[config.mk]
export PLATFORM = sky130hd
export DESIGN_NAME = rr_output_arbiter_flat
export DESIGN_NICKNAME = d
export VERILOG_FILES = /design/src/rtl/rr_output_arbiter_if.sv /design/src/rtl/rr_output_arbiter.sv /design/src/flat_wrapper.sv
export SDC_FILE = /design/constraint.sdc
export NUM_CORES = 1
export LEC_CHECK = 0
export ABC_CLOCK_PERIOD_IN_PS = 8600
export CORE_MARGIN = 2
export CORE_UTILIZATION = 64
export CTS_BUF_LIST = sky130_fd_sc_hd__clkbuf_4 sky130_fd_sc_hd__clkbuf_8
export CTS_CLUSTER_SIZE = 40
export DETAILED_ROUTE_END_ITERATION = 8
export HOLD_SLACK_MARGIN = 0.1
export PLACE_DENSITY_LB_ADDON = 0.3
export SLEW_MARGIN = 20
export SYNTH_ARGS = -nofsm -noshare
export SYNTH_HDL_FRONTEND = slang
export SYNTH_SLANG_ARGS = --single-unit
[constraint.sdc]
create_clock -name clk -period 8.6 [get_ports clk]
set_input_delay 0.86 -clock clk [delete_from_list [all_inputs] [get_ports clk]]
set_output_delay 0.86 -clock clk [all_outputs]
set_load 0.1 [all_outputs]
[src/rtl/rr_output_arbiter_if.sv]
// ---------------------------------------------------------------------------
// rr_output_arbiter_if
//   Bundle of the request/grant/credit signals between the input-buffer route
//   logic (master side) and one router output arbiter (slave side).
//
//   req        master->slave  per-input "flit valid for this output"
//   tail       master->slave  per-input "current flit is the packet tail"
//   credit_in  master->slave  downstream freed one buffer slot (pulse)
//   gnt        slave->master  one-hot owner of the output (registered)
//   fwd        slave->master  owner's flit crosses the crossbar this cycle
//   credit_cnt slave->master  credits currently available downstream
//   credit_err slave->master  sticky: credit returned while counter was full
// ---------------------------------------------------------------------------
interface rr_output_arbiter_if #(
  parameter int NUM_REQ = 5,
  parameter int CNT_W   = 3
);
  logic [NUM_REQ-1:0] req;
  logic [NUM_REQ-1:0] tail;
  logic               credit_in;
  logic [NUM_REQ-1:0] gnt;
  logic               fwd;
  logic [CNT_W-1:0]   credit_cnt;
  logic               credit_err;

  modport master (
    output req, tail, credit_in,
    input  gnt, fwd, credit_cnt, credit_err
  );

  modport slave (
    input  req, tail, credit_in,
    output gnt, fwd, credit_cnt, credit_err
  );
endinterface

[src/rtl/rr_output_arbiter.sv]
// ---------------------------------------------------------------------------
// rr_output_arbiter
//   Per-output-port packet arbiter for a mesh router. Grants one input port
//   at a time and holds the grant from head flit to tail flit, so packets
//   never interleave on the output link. Requesters are served round-robin:
//   the owner just released becomes the lowest priority. A downstream credit
//   counter stops forwarding when the neighbour's buffer is full.
//
//   Ports
//     clk  in  rising-edge clock for all state
//     rst  in  synchronous, active-high reset
//     bus  slave modport of rr_output_arbiter_if (req/tail/credit_in in,
//          gnt/fwd/credit_cnt/credit_err out)
//
//   Parameters
//     NUM_REQ  number of requesting input ports
//     CREDITS  downstream buffer depth in flits (credit counter reset value)
//     CNT_W    credit counter width; 2**CNT_W must exceed CREDITS
// ---------------------------------------------------------------------------
module rr_output_arbiter #(
  parameter int NUM_REQ = 5,
  parameter int CREDITS = 4,
  parameter int CNT_W   = 3
) (
  input  logic               clk,
  input  logic               rst,
  rr_output_arbiter_if.slave bus
);

  localparam int PTR_W = (NUM_REQ > 1) ? $clog2(NUM_REQ) : 1;

  typedef enum logic {
    IDLE   = 1'b0,
    LOCKED = 1'b1
  } state_t;

  state_t             state_reg;
  logic [NUM_REQ-1:0] gnt_reg;
  logic [PTR_W-1:0]   ptr_reg;
  logic [CNT_W-1:0]   credit_cnt_reg;
  logic               credit_err_reg;

  logic [CNT_W-1:0]   credit_cnt_next;
  logic               credit_err_next;

  // -------------------------------------------------------------------------
  // Owner view: since gnt_reg is one-hot or zero, AND-ing it with req/tail
  // and OR-reducing yields the owner's req/tail without an index decode.
  // -------------------------------------------------------------------------
  logic [NUM_REQ-1:0] owner_req_vec;
  logic [NUM_REQ-1:0] owner_tail_vec;

  generate
    for (genvar gi = 0; gi < NUM_REQ; gi++) begin : g_owner
      assign owner_req_vec[gi]  = gnt_reg[gi] & bus.req[gi];
      assign owner_tail_vec[gi] = gnt_reg[gi] & bus.tail[gi];
    end
  endgenerate

  logic owner_req;
  logic owner_tail;
  logic credit_avail;
  logic fwd_c;
  logic release_c;

  assign owner_req    = |owner_req_vec;
  assign owner_tail   = |owner_tail_vec;
  assign credit_avail = (credit_cnt_reg != '0);

  // fwd is combinational from the registered grant so the first flit can
  // move in the same cycle the grant appears.
  assign fwd_c     = (state_reg == LOCKED) & owner_req & credit_avail;
  assign release_c = fwd_c & owner_tail;

  // -------------------------------------------------------------------------
  // Round-robin pick: scan ptr, ptr+1, ..., wrapping, and take the first
  // requester. Only consumed in IDLE.
  // -------------------------------------------------------------------------
  logic [NUM_REQ-1:0] pick_onehot;
  logic               pick_found;
  logic [PTR_W-1:0]   cand;

  always_comb begin
    pick_onehot = '0;
    pick_found  = 1'b0;
    cand        = '0;
    for (int k = 0; k < NUM_REQ; k++) begin
      cand = PTR_W'((int'(ptr_reg) + k) % NUM_REQ);
      if (!pick_found && bus.req[cand]) begin
        pick_onehot[cand] = 1'b1;
        pick_found        = 1'b1;
      end
    end
  end

  // -------------------------------------------------------------------------
  // Owner index and the pointer value that makes it lowest priority next.
  // -------------------------------------------------------------------------
  logic [PTR_W-1:0] owner_idx;
  logic [PTR_W-1:0] ptr_next;

  always_comb begin
    owner_idx = '0;
    for (int i = 0; i < NUM_REQ; i++) begin
      if (gnt_reg[i]) begin
        owner_idx = PTR_W'(i);
      end
    end
  end

  assign ptr_next = (owner_idx == PTR_W'(NUM_REQ - 1)) ? '0 : owner_idx + 1'b1;

  // -------------------------------------------------------------------------
  // Credit counter. A forwarded flit and a returned credit in the same
  // cycle cancel. A credit returned while already full is a protocol error
  // from downstream: the count is held and the sticky error flag is raised.
  // -------------------------------------------------------------------------
  always_comb begin
    credit_cnt_next = credit_cnt_reg;
    credit_err_next = credit_err_reg;
    case ({fwd_c, bus.credit_in})
      2'b10: credit_cnt_next = credit_cnt_reg - 1'b1;
      2'b01: begin
        if (credit_cnt_reg == CNT_W'(CREDITS)) begin
          credit_err_next = 1'b1;
        end else begin
          credit_cnt_next = credit_cnt_reg + 1'b1;
        end
      end
      default: ;
    endcase
  end

  // -------------------------------------------------------------------------
  // Arbitration FSM and credit state.
  // -------------------------------------------------------------------------
  always_ff @(posedge clk) begin
    if (rst) begin
      state_reg      <= IDLE;
      gnt_reg        <= '0;
      ptr_reg        <= '0;
      credit_cnt_reg <= CNT_W'(CREDITS);
      credit_err_reg <= 1'b0;
    end else begin
      credit_cnt_reg <= credit_cnt_next;
      credit_err_reg <= credit_err_next;
      case (state_reg)
        IDLE: begin
          // Credits are deliberately not checked here: the grant is taken
          // and forwarding simply waits in LOCKED until a credit exists.
          if (pick_found) begin
            gnt_reg   <= pick_onehot;
            state_reg <= LOCKED;
          end
        end
        LOCKED: begin
          // Hold ownership through bubbles (owner req low) until the tail
          // flit is actually forwarded.
          if (release_c) begin
            gnt_reg   <= '0;
            ptr_reg   <= ptr_next;
            state_reg <= IDLE;
          end
        end
        default: begin
          gnt_reg   <= '0;
          state_reg <= IDLE;
        end
      endcase
    end
  end

  assign bus.gnt        = gnt_reg;
  assign bus.fwd        = fwd_c;
  assign bus.credit_cnt = credit_cnt_reg;
  assign bus.credit_err = credit_err_reg;

endmodule

[src/flat_wrapper.sv]
// flat-port wrapper written by rule: the top's interface ports become plain ports
module rr_output_arbiter_flat 
#(
  parameter int NUM_REQ = 5,
  parameter int CREDITS = 4,
  parameter int CNT_W   = 3
)
  (clk, rst, bus_req, bus_tail, bus_credit_in, bus_gnt, bus_fwd, bus_credit_cnt, bus_credit_err);
  rr_output_arbiter_if #(.NUM_REQ(NUM_REQ), .CNT_W(CNT_W)) bus_i ();
  input  logic clk;
  input  logic rst;
  input wire logic [$bits(bus_i.req)-1:0] bus_req;
  input wire logic [$bits(bus_i.tail)-1:0] bus_tail;
  input wire logic [$bits(bus_i.credit_in)-1:0] bus_credit_in;
  output wire logic [$bits(bus_i.gnt)-1:0] bus_gnt;
  output wire logic [$bits(bus_i.fwd)-1:0] bus_fwd;
  output wire logic [$bits(bus_i.credit_cnt)-1:0] bus_credit_cnt;
  output wire logic [$bits(bus_i.credit_err)-1:0] bus_credit_err;
  assign bus_i.req = bus_req;
  assign bus_i.tail = bus_tail;
  assign bus_i.credit_in = bus_credit_in;
  assign bus_gnt = bus_i.gnt;
  assign bus_fwd = bus_i.fwd;
  assign bus_credit_cnt = bus_i.credit_cnt;
  assign bus_credit_err = bus_i.credit_err;
  rr_output_arbiter #(.NUM_REQ(NUM_REQ), .CREDITS(CREDITS), .CNT_W(CNT_W)) u_core (.clk(clk), .rst(rst), .bus(bus_i));
endmodule
Word level (Yosys, flattened, before mapping)
Cells that the tools add are included.
W data, S select, Z words.
{ "classes": {"n_eq_ne": 7, "bitwise_logic": 18, "mux": 43, "n_mul": 0, "n_lt_le_gt_ge": 10, "n_addsub": 7, "reduce_logical": 21, "shift": 0, "n_div": 5} }
{ "ops": {"columns": ["cell", "n"], "rows": [
  ["$mod A32 B4 Y32 const B", 4],
  ["$mux W5", 7],
  ["$mod A4 B4 Y32 const B", 1],
  ["$lt A3 B4 Y1 const B", 5],
  ["$or A5 B5 Y5", 4],
  ["$mux W1", 18],
  ["$bmux W1 S3", 5],
  ["$demux W1 S3", 5],
  ["$ge A3 B1 Y1 const B", 5],
  ["$and A1 B1 Y1", 13],
  ["$pmux W5 S2", 1],
  ["$reduce_or A5 Y1", 2],
  ["$logic_and A1 B1 Y1", 9],
  ["$mux W3", 3],
  ["$add A3 B2 Y4 const B", 2],
  ["$reduce_and A2 Y1", 4],
  ["$add A3 B1 Y3 const B", 2],
  ["$eq A3 B3 Y1 const B", 2],
  ["$pmux W3 S2", 1],
  ["$add A3 B1 Y4 const B", 1],
  ["$add A3 B3 Y4 const B", 1],
  ["$logic_not A1 Y1", 4],
  ["$mux W2", 2],
  ["$ne A2 B2 Y1 const B", 2],
  ["other kinds (8)", 8]
]} }
{ "totals": {"mem_bits_ro": 0, "latchBits": 0, "n_memories": 0, "register_bits": 13, "output_inout_bits": 10, "ram_bits": 0, "in_bits": 13, "word_cells": 116} }

Longest topological paths before layout
Gate-level depths: netlist of the first run.
{ "logic_depth": {"depth_word": 18, "ltp_mapped": 22, "depth_no_buf": 19} }

Worst setup path after synthesis of the first run
No wires, ideal clock.
{ "synth_timing": {"kind": "reg2reg", "startpoint": "reg u_core.ptr_reg[0]", "endpoint": "reg u_core.gnt_reg[0] (netlist: u_core.bus.gnt[0])", "arrival_ps": 4729, "stages_incl_launch_ff": 22, "slack_ps": 3767, "required_time_ps": 8497, "cell_sequence": "dfxtp_1 buf_4 inv_2 buf_2 ha_1 buf_2 inv_1 ha_1 inv_1 ha_1 nor3_1 or3_2 nand2_1 ha_1 a21oi_1 o31ai_4 mux2_2 a32oi_2 o2111ai_4 o41ai_4 a311oi_1 a2111oi_2"} }
{ "synth_between": {"elab_chain_len": 18, "word_cells_on_any_way": 70, "classes_between": "add/sub (4); div (5); order compare (10); eq/ne (1); mux (32); bitwise (4); reduce/logical (14)"} }
{ "synth_lines": {"columns": ["element", "line", "rtl"], "rows": [
  ["from (decl)", "rr_output_arbiter.sv:39", "logic [PTR_W-1:0] ptr_reg;"],
  ["from (signal assigned)", "rr_output_arbiter.sv:161", "ptr_reg <= ptr_next;"],
  ["branches (longest 18 deep; another with $mod A32 B4 Y32)", null, null],
  ["to (signal assigned)", "rr_output_arbiter.sv:152", "gnt_reg <= pick_onehot;"],
  ["to (decl)", "rr_output_arbiter.sv:38", "logic [NUM_REQ-1:0] gnt_reg;"]
]} }
Parallel ways; which one is timed is not known. The select of a mux whose other input is x is not followed.
A chain may end at the register's enable or synchronous reset.

Worst setup path after layout of the first run
{ "layout_timing": {"startpoint": "reg u_core.ptr_reg[1]", "endpoint": "reg u_core.gnt_reg[0] (netlist: u_core.bus.gnt[0])"} }
The elaborated chain is that of the path after synthesis.

==> results of run 1 <==
cell usage after synthesis (all sizes together) (3+ instances only):
library cell	number	share of area, %
inv	21	3.1
a32oi	4	1.7
and2	3	0.74
o22ai	9	2.8
mux2	7	3.3
o21ai	11	2.5
nand2	23	3.5
nor2b	5	1.2
dfxtp	13	10
o211ai	4	1.2
buf	10	2.8
nor4	4	0.99
a211oi	4	1.2
a31oi	6	1.5
nor3b	3	1.1
a22oi	3	0.89
or2	3	0.74
nand2b	7	1.7
o2bb2ai	3	1.0
nand3	11	2.2
clkbuf	7	1.1
mux2i	14	5.5
a221oi	3	1.3
a21oi	25	5.5
nor3	11	2.6
xnor2	7	2.7
ha	21	10
a21o	4	1.2
a2111oi	5	2.7
nor2	33	4.9
o31ai	4	1.7
layer usage:
metal,vias to the layer above,wire [um],global-route usage (%)
met2,131,2920,51.4
li1,1264,-,-
met5,-,0,0
met3,11,536,2.53
met4,0,85,9.18
met1,1160,2830,43.4
cells by family (layout without fill, tap and decap cells):
group           count (synthesis)  count (layout)
fa+ha+maj                      22              22
mux                            21              21
simple gates                  116             116
flops                          13              13
xor+xnor                        9               9
buf+inv                        38              48
compound gates                107             107
cell type report:
class	instances	area (um^2)	share of cell area, %
clock buffer	4	48.8	1.76
tap	48	60.1	2.17
multi-input combinational	275	2090	75.6
sequential	13	260	9.40
inverter	21	78.8	2.85
timing repair buffer	23	228	8.22
critical path: cells and delay by family (launching register included):
kind / cells / cell delay [ns]
AO/OA/AOI/OAI: 7 / 1.77
adder cells (fa/ha/maj): 4 / 1.09
flip-flops: 1 / 0.72
AND/OR/NAND/NOR: 3 / 0.69
buffers and inverters: 3 / 0.61
multiplexers: 1 / 0.40
worst paths after layout:
check	endpoint	slack [ns]	start	cells after the start
max	u_core.bus.gnt[0]$_SDFFE_PP0P_	3.23	u_core.ptr_reg[1]$_SDFFE_PP0P_	18
min	u_core.bus.credit_err$_SDFFE_PP0P_	0.47	u_core.bus.credit_err$_SDFFE_PP0P_	2
max reg2reg	u_core.bus.gnt[0]$_SDFFE_PP0P_	3.23	u_core.ptr_reg[1]$_SDFFE_PP0P_	18
min reg2reg	u_core.bus.credit_err$_SDFFE_PP0P_	0.47	u_core.bus.credit_err$_SDFFE_PP0P_	2
power breakdown:
part	switching [mW]	internal, mW
Clock	0.0214	0.0359
Combinational	0.0863	0.0450
Sequential	0.00780	0.0657
Total	0.115	0.147
per-stage QoR:
step                      cells  setup slack [ns]  power, mW  hold WS [ns]
after global routing        384              2.79      0.276         0.493
after floorplan             326              3.77      0.175         0.471
after detailed placement    380              3.28      0.204         0.461
after CTS                   384              3.27      0.260         0.478
after global placement      380              3.46      0.202         0.456
final                       384              3.23      0.262         0.471
==> summary.md, run 1 <==
| Metric | Value |
|---|---|
| Status | `finished, final reports clean` |
| WL/cell | `16.6 um` |
| Fin. max-slew vios | `0` |
| Grt ovf | `0` |
| Post-synthesis cell count | `326` |
| Syn Nets | `361` |
| DRC viols | `0` |
| Fillers | `307` |
| Row cnt | `22` |
| Seq/Total Area, Yosys | `10.3%` |
| Antenna Cells | `0` |
| Cts bufs inserted | `3` |
| Max reg flops | `5` |
| PwrDens | `94.6 nW/um^2` |
| Initial antenna violation count | `0` |
| Number of DRC markers in iteration 0 | `235` |
| DRT Pass-1 Iters | `6` |
| Hpwl dp | `4730 um` |
| WS Path Type | `flop to flop` |
| # IOs | `23` |
| IO buf count | `22` |
| Commonest non-fill, non-tap cell in the layout | `nor2_1` |
| Setup tns final | `0 ns` |
| Setup violators final | `0` |
| Syn Area/Cell | `7.76 um^2` |
| Post-DP Area | `2720 um^2` |
| Critical-path top delay cell | `dfxtp_1` |
| Finished Cell Area | `2770 um^2` |
| Layout cell share with drive strength beyond 1 | `10.7%` |
| Critical Path Start Type | `flop` |
| Hold_buf cts | `0` |
| Global placement routability congestion | `0.937` |
| TritonCTS clock tree | `yes` |
| Ys Warns | `0` |
| Vias | `2,566` |
| Post-CTS setup buffer count | `0` |
| Worst Setup End Kind | `flop` |
| Max-cap viol count | `0` |
| Post-synthesis mux area share | `8.80%` |
| Compound-gate portion of the synthesized area | `35.3%` |
| Die footprint | `4470 um^2` |
| Lkg Pwr | `1.11 nW` |
| #FFs+latches synth | `13` |
| Max Clock Freq | `186 MHz` |
| Die height | `66.9 um` |
| Unrepaired setup endpoints after global routing | `false` |
| Critical Path Max Stage Delay | `0.72 ns` |
| Vias in the first global route | `2,382` |
| Total Nets Final | `372` |
| CTS Root Cell | `clkbuf_8` |
| All-Layer GR Usage | `31.2%` |
| Hold crit path type | `flop to flop` |
| Area Growth Syn to Fin | `9.45%` |
| Starting density of the core | `67.6%` |
| Clk sinks | `13` |
| Most frequent cells in the layout | `33 x nor2_1, 23 x a21oi_1, 22 x nand2_1, 22 x clkdlybuf4s50_1, 21 x ha_1` |
| DIE WIDTH | `66.9 um` |
| Longest Clk Path Bufs | `2` |
| Required time of the critical path | `8.74 ns` |
| Worst-path maximum fanout | `14` |
| Top cell by count, worst path | `ha_1` |
| Most used DFF post-synth | `dfxtp_1` |
| Cts repair resizes | `0` |
| Fraction of the mapped netlist area in adder cells | `11.2%` |
| First-pass GRT wire length | `11,100 um` |
| Final Util | `74.0%` |
| Largest family of logic cells by synthesized area | `compound AO/OA/AOI/OAI gates` |
| Post-synthesis cell type count | `82` |
| Largest net degree at the start of global routing | `34` |
| Synth async-reset ratio | `0%` |
| Vias per cell | `6.68` |
| Worst path arrival time | `5.50 ns` |
| Final WL | `6370 um` |
| Synth Area in XOR/XNOR | `3.71%` |
| Fin crit period | `5.37 ns` |
| Critical path cell sequence | `inv_1 -> ha_1 -> inv_1 -> ha_1 -> inv_1 -> ha_1 -> nor3_1 -> or3_2 -> nand2_1 -> ha_1 -> a21oi_1 -> o31ai_4 -> mux2_2 -> a32oi_2 -> o2111ai_4 -> o41ai_4 -> a311oi_1 -> a2111oi_2` |
| Reg clk slew, reported paths | `0.05 ns` |
| Simple-Gate Fraction of Synth Area | `23.7%` |
| H-tree depth | `1` |
| Final period util | `62.4%` |
| Syn Std Cell Area | `2530 um^2` |
| Fin. Hold Viols | `0` |
| Worst skew pair latency | `0.24 ns` |
| Core ar. | `3740 um^2` |
| ANT nets after route | `0` |
| Maximum VDD drop | `0.123 mV` |
| Post-Route Skew | `0.00113 ns` |
| Max_slew headroom | `34.9%` |
| Worst-margin pin slew | `0.973 ns` |
| Post-synth EDFFs | `0` |
Note: power is estimated with default switching activity, not from simulation.
==> run 2, diff against run 1 <==
--- a/config.mk
+++ b/config.mk
@@ -5,9 +5,9 @@
 export SDC_FILE = /design/constraint.sdc
 export NUM_CORES = 1
 export LEC_CHECK = 0
-export ABC_CLOCK_PERIOD_IN_PS = 8600
+export ABC_CLOCK_PERIOD_IN_PS = 5100
 export CORE_MARGIN = 2
-export CORE_UTILIZATION = 64
+export CORE_UTILIZATION = 61
 export CTS_BUF_LIST = sky130_fd_sc_hd__clkbuf_4 sky130_fd_sc_hd__clkbuf_8
 export CTS_CLUSTER_SIZE = 40
 export DETAILED_ROUTE_END_ITERATION = 8
==> constraint.sdc (replaced) <==
create_clock -name clk -period 5.1 [get_ports clk]
set_input_delay 0.51 -clock clk [delete_from_list [all_inputs] [get_ports clk]]
set_output_delay 0.51 -clock clk [all_outputs]
set_load 0.1 [all_outputs]
==> run 2 against run 1 <==
Net effect: sequential power increased by 69%; die area increased by 4.6%; core utilization decreased by 3.4 points; sequential share of layout area decreased by 0.18 points.
==> summary.md, run 2 (synthesis results as in run 1) <==
| Metric | Value |
|---|---|
| Starting density of the core | `63.2% (-4.3 points)` |
| Hold Crit Depth | `2 (unchanged)` |
| Worst skew pair latency | `0.24 ns (about the same)` |
| Required time of the critical path | `5.24 ns (-3.50 ns)` |
| Internal power | `248 uW (+70%)` |
| Core ar. | `4000 um^2 (+6.9%)` |
| DIE WIDTH | `68.4 um (+2.3%)` |
| First-pass GRT wire length | `11,400 um (+3.1%)` |
| Fin. Hold Viols | `0 (unchanged)` |
| Status | `finished, final reports clean` |
| Reg clk slew, reported paths | `0.06 ns (about the same)` |
| Die height | `68.4 um (+2.3%)` |
| # IOs | `23 (unchanged)` |
| Fin. max-slew vios | `0 (unchanged)` |
| Combinational power share | `50.3% (+0.2 points)` |
| R2R Path Start | `u_core.ptr_reg[1]$_SDFFE_PP0P_` |
| Vias | `2,632 (+2.6%)` |
| Hpwl dp | `5050 um (+6.9%)` |
| DRT Pass-1 Iters | `6 (unchanged)` |
| All-Layer GR Usage | `31.2% (about the same)` |
| Switching share of power | `44.7% (+0.63 points)` |
| Global placement routability congestion | `0.973 (+3.8%)` |
| Vias per cell | `6.70 (+0.22%)` |
| Area Growth Syn to Fin | `11.6%` |
| Fin crit period | `4.69 ns (-0.672 ns)` |
| Largest net degree at the start of global routing | `34 (unchanged)` |
| Post-DP Area | `2780 um^2 (+2.0%)` |
| Unrepaired setup endpoints after global routing | `false` |
| IO buf count | `22 (unchanged)` |
| Max Clock Freq | `213 MHz (+14%)` |
| Grt ovf | `0 (unchanged)` |
| Critical Path Start Type | `flop` |
| Final Util | `70.6% (-3.4 points)` |
| Commonest non-fill, non-tap cell in the layout | `nor2_1` |
| Row cnt | `23 (+4.5%)` |
| Cts repair resizes | `0 (unchanged)` |
| Longest Clk Path Bufs | `2 (unchanged)` |
| Final WL | `6790 um (+6.6%)` |
| WL/cell | `17.3 um (+4.1%)` |
| DRC viols | `0 (unchanged)` |
| Maximum VDD drop | `0.232 mV (+88%)` |
| Setup violators final | `0 (unchanged)` |
| Worst Setup End Kind | `flop` |
| Number of DRC markers in iteration 0 | `207 (-12%)` |
| Worst-path maximum fanout | `7 (-7)` |
| Worst path arrival time | `4.83 ns (-0.67 ns)` |
| Final period util | `92.1% (+30 points)` |
| Clk sinks | `13 (unchanged)` |
| Start point of the critical path | `u_core.ptr_reg[1]$_SDFFE_PP0P_` |
| H-tree depth | `1 (unchanged)` |
| Max reg flops | `5 (unchanged)` |
| Post-CTS setup buffer count | `0 (unchanged)` |
| Antenna Cells | `0 (unchanged)` |
| Die footprint | `4680 um^2 (+4.6%)` |
| WS Path Type | `flop to flop` |
| Max_slew headroom | `34.5% (-0.47 points)` |
| Sequential power share | `27.6% (-0.4 points)` |
| Worst-margin pin slew | `0.980 ns (+0.00701 ns)` |
| Finished Cell Area | `2820 um^2 (+2.0%)` |
| Layout cell share with drive strength beyond 1 | `12.5% (+1.8 points)` |
| Reg2Reg Depth | `19 (+1)` |
| Lkg Pwr | `1.15 nW (+3.1%)` |
| Setup tns final | `0 ns (unchanged)` |
| Vias in the first global route | `2,491 (+4.6%)` |
| Hold_sp | `u_core.bus.credit_err$_SDFFE_PP0P_` |
| Clock power frac | `22.1% (+0.3 points)` |
| Max-cap viol count | `0 (unchanged)` |
| Hold_buf cts | `0 (unchanged)` |
| Switching Power | `201 uW (+74%)` |
| Initial antenna violation count | `0 (unchanged)` |
| Post-Route Skew | `0.000664 ns (-0.000468 ns)` |
| Hold crit path type | `flop to flop` |
| PwrDens | `159 nW/um^2 (+68%)` |
| TritonCTS clock tree | `yes` |
| Total power | `449 uW (+71%)` |
| Total Nets Final | `379 (+1.9%)` |
| ANT nets after route | `0 (unchanged)` |
| Most frequent cells in the layout | `33 x nor2_1, 23 x a21oi_1, 22 x nand2_1, 22 x clkdlybuf4s50_1, 21 x ha_1` |
| CTS Root Cell | `clkbuf_8` |
| Cts bufs inserted | `3 (unchanged)` |
==> run 2: cell types whose count changed in the layout (fill, tap and decap cells not counted), sizes merged <==
cell	before	now
buf	1	8
==> run 2: final timing paths <==
| kind | to | slack [ns] |
|---|---|---|
| max reg2reg | u_core.bus.gnt[0]$_SDFFE_PP0P_ | 0.41 |
| min reg2reg | u_core.bus.credit_err$_SDFFE_PP0P_ | 0.48 |
| max | u_core.bus.gnt[0]$_SDFFE_PP0P_ | 0.41 |
| min | u_core.bus.credit_err$_SDFFE_PP0P_ | 0.48 |
==> run 2: critical path: stages (launching register included) <==
cell	delay, ns
dfxtp_1	0.32
inv_1	0.07
ha_1	0.17
inv_1	0.07
ha_1	0.40
inv_1	0.16
ha_1	0.24
nor3_1	0.33
or3_2	0.24
nand2_1	0.09
ha_1	0.23
nand2b_1	0.10
a21oi_1	0.11
o31ai_4	0.35
mux2_2	0.40
a32oi_2	0.25
o2111ai_4	0.20
o41ai_4	0.46
a311oi_1	0.11
a2111oi_2	0.29
==> run 2: power groups by stage <==
stage | clock network (mW) | registers, mW | logic [mW]
finish | 0.0992 | 0.124 | 0.226
global route | 0.104 | 0.125 | 0.241
CTS | 0.0998 | 0.124 | 0.223
detailed placement | 0 | 0.125 | 0.222
global placement | 0 | 0.125 | 0.219
floorplan | 0 | 0.179 | 0.116
==> run 2: area by class of cell <==
| cell class | instances | area [um^2] |
|---|---|---|
| timing repair buffer | 30 | 280 |
| tap | 50 | 62.6 |
| multi-input combinational | 275 | 2090 |
| inverter | 21 | 78.8 |
| clock buffer | 4 | 48.8 |
| sequential | 13 | 260 |
| fill | 341 | 1180 |
==> run 2: stage by stage <==
| stage | setup slack [ns] | cells | hold WS [ns] |
|---|---|---|---|
| detailed placement | 0.461 | 389 | 0.469 |
| floorplan | 0.267 | 326 | 0.471 |
| CTS | 0.444 | 393 | 0.480 |
| global placement | 0.722 | 389 | 0.465 |
| finish | 0.405 | 393 | 0.479 |
| global route | 0.138 | 393 | 0.520 |
==> run 2: layer usage <==
layer	vias to the layer above	track usage, %	wire length, um
met4	0	6.25	144
met3	19	5.10	525
met2	125	52.2	3160
li1	1266	-	-
met1	1222	42.1	2960
met5	-	0	0
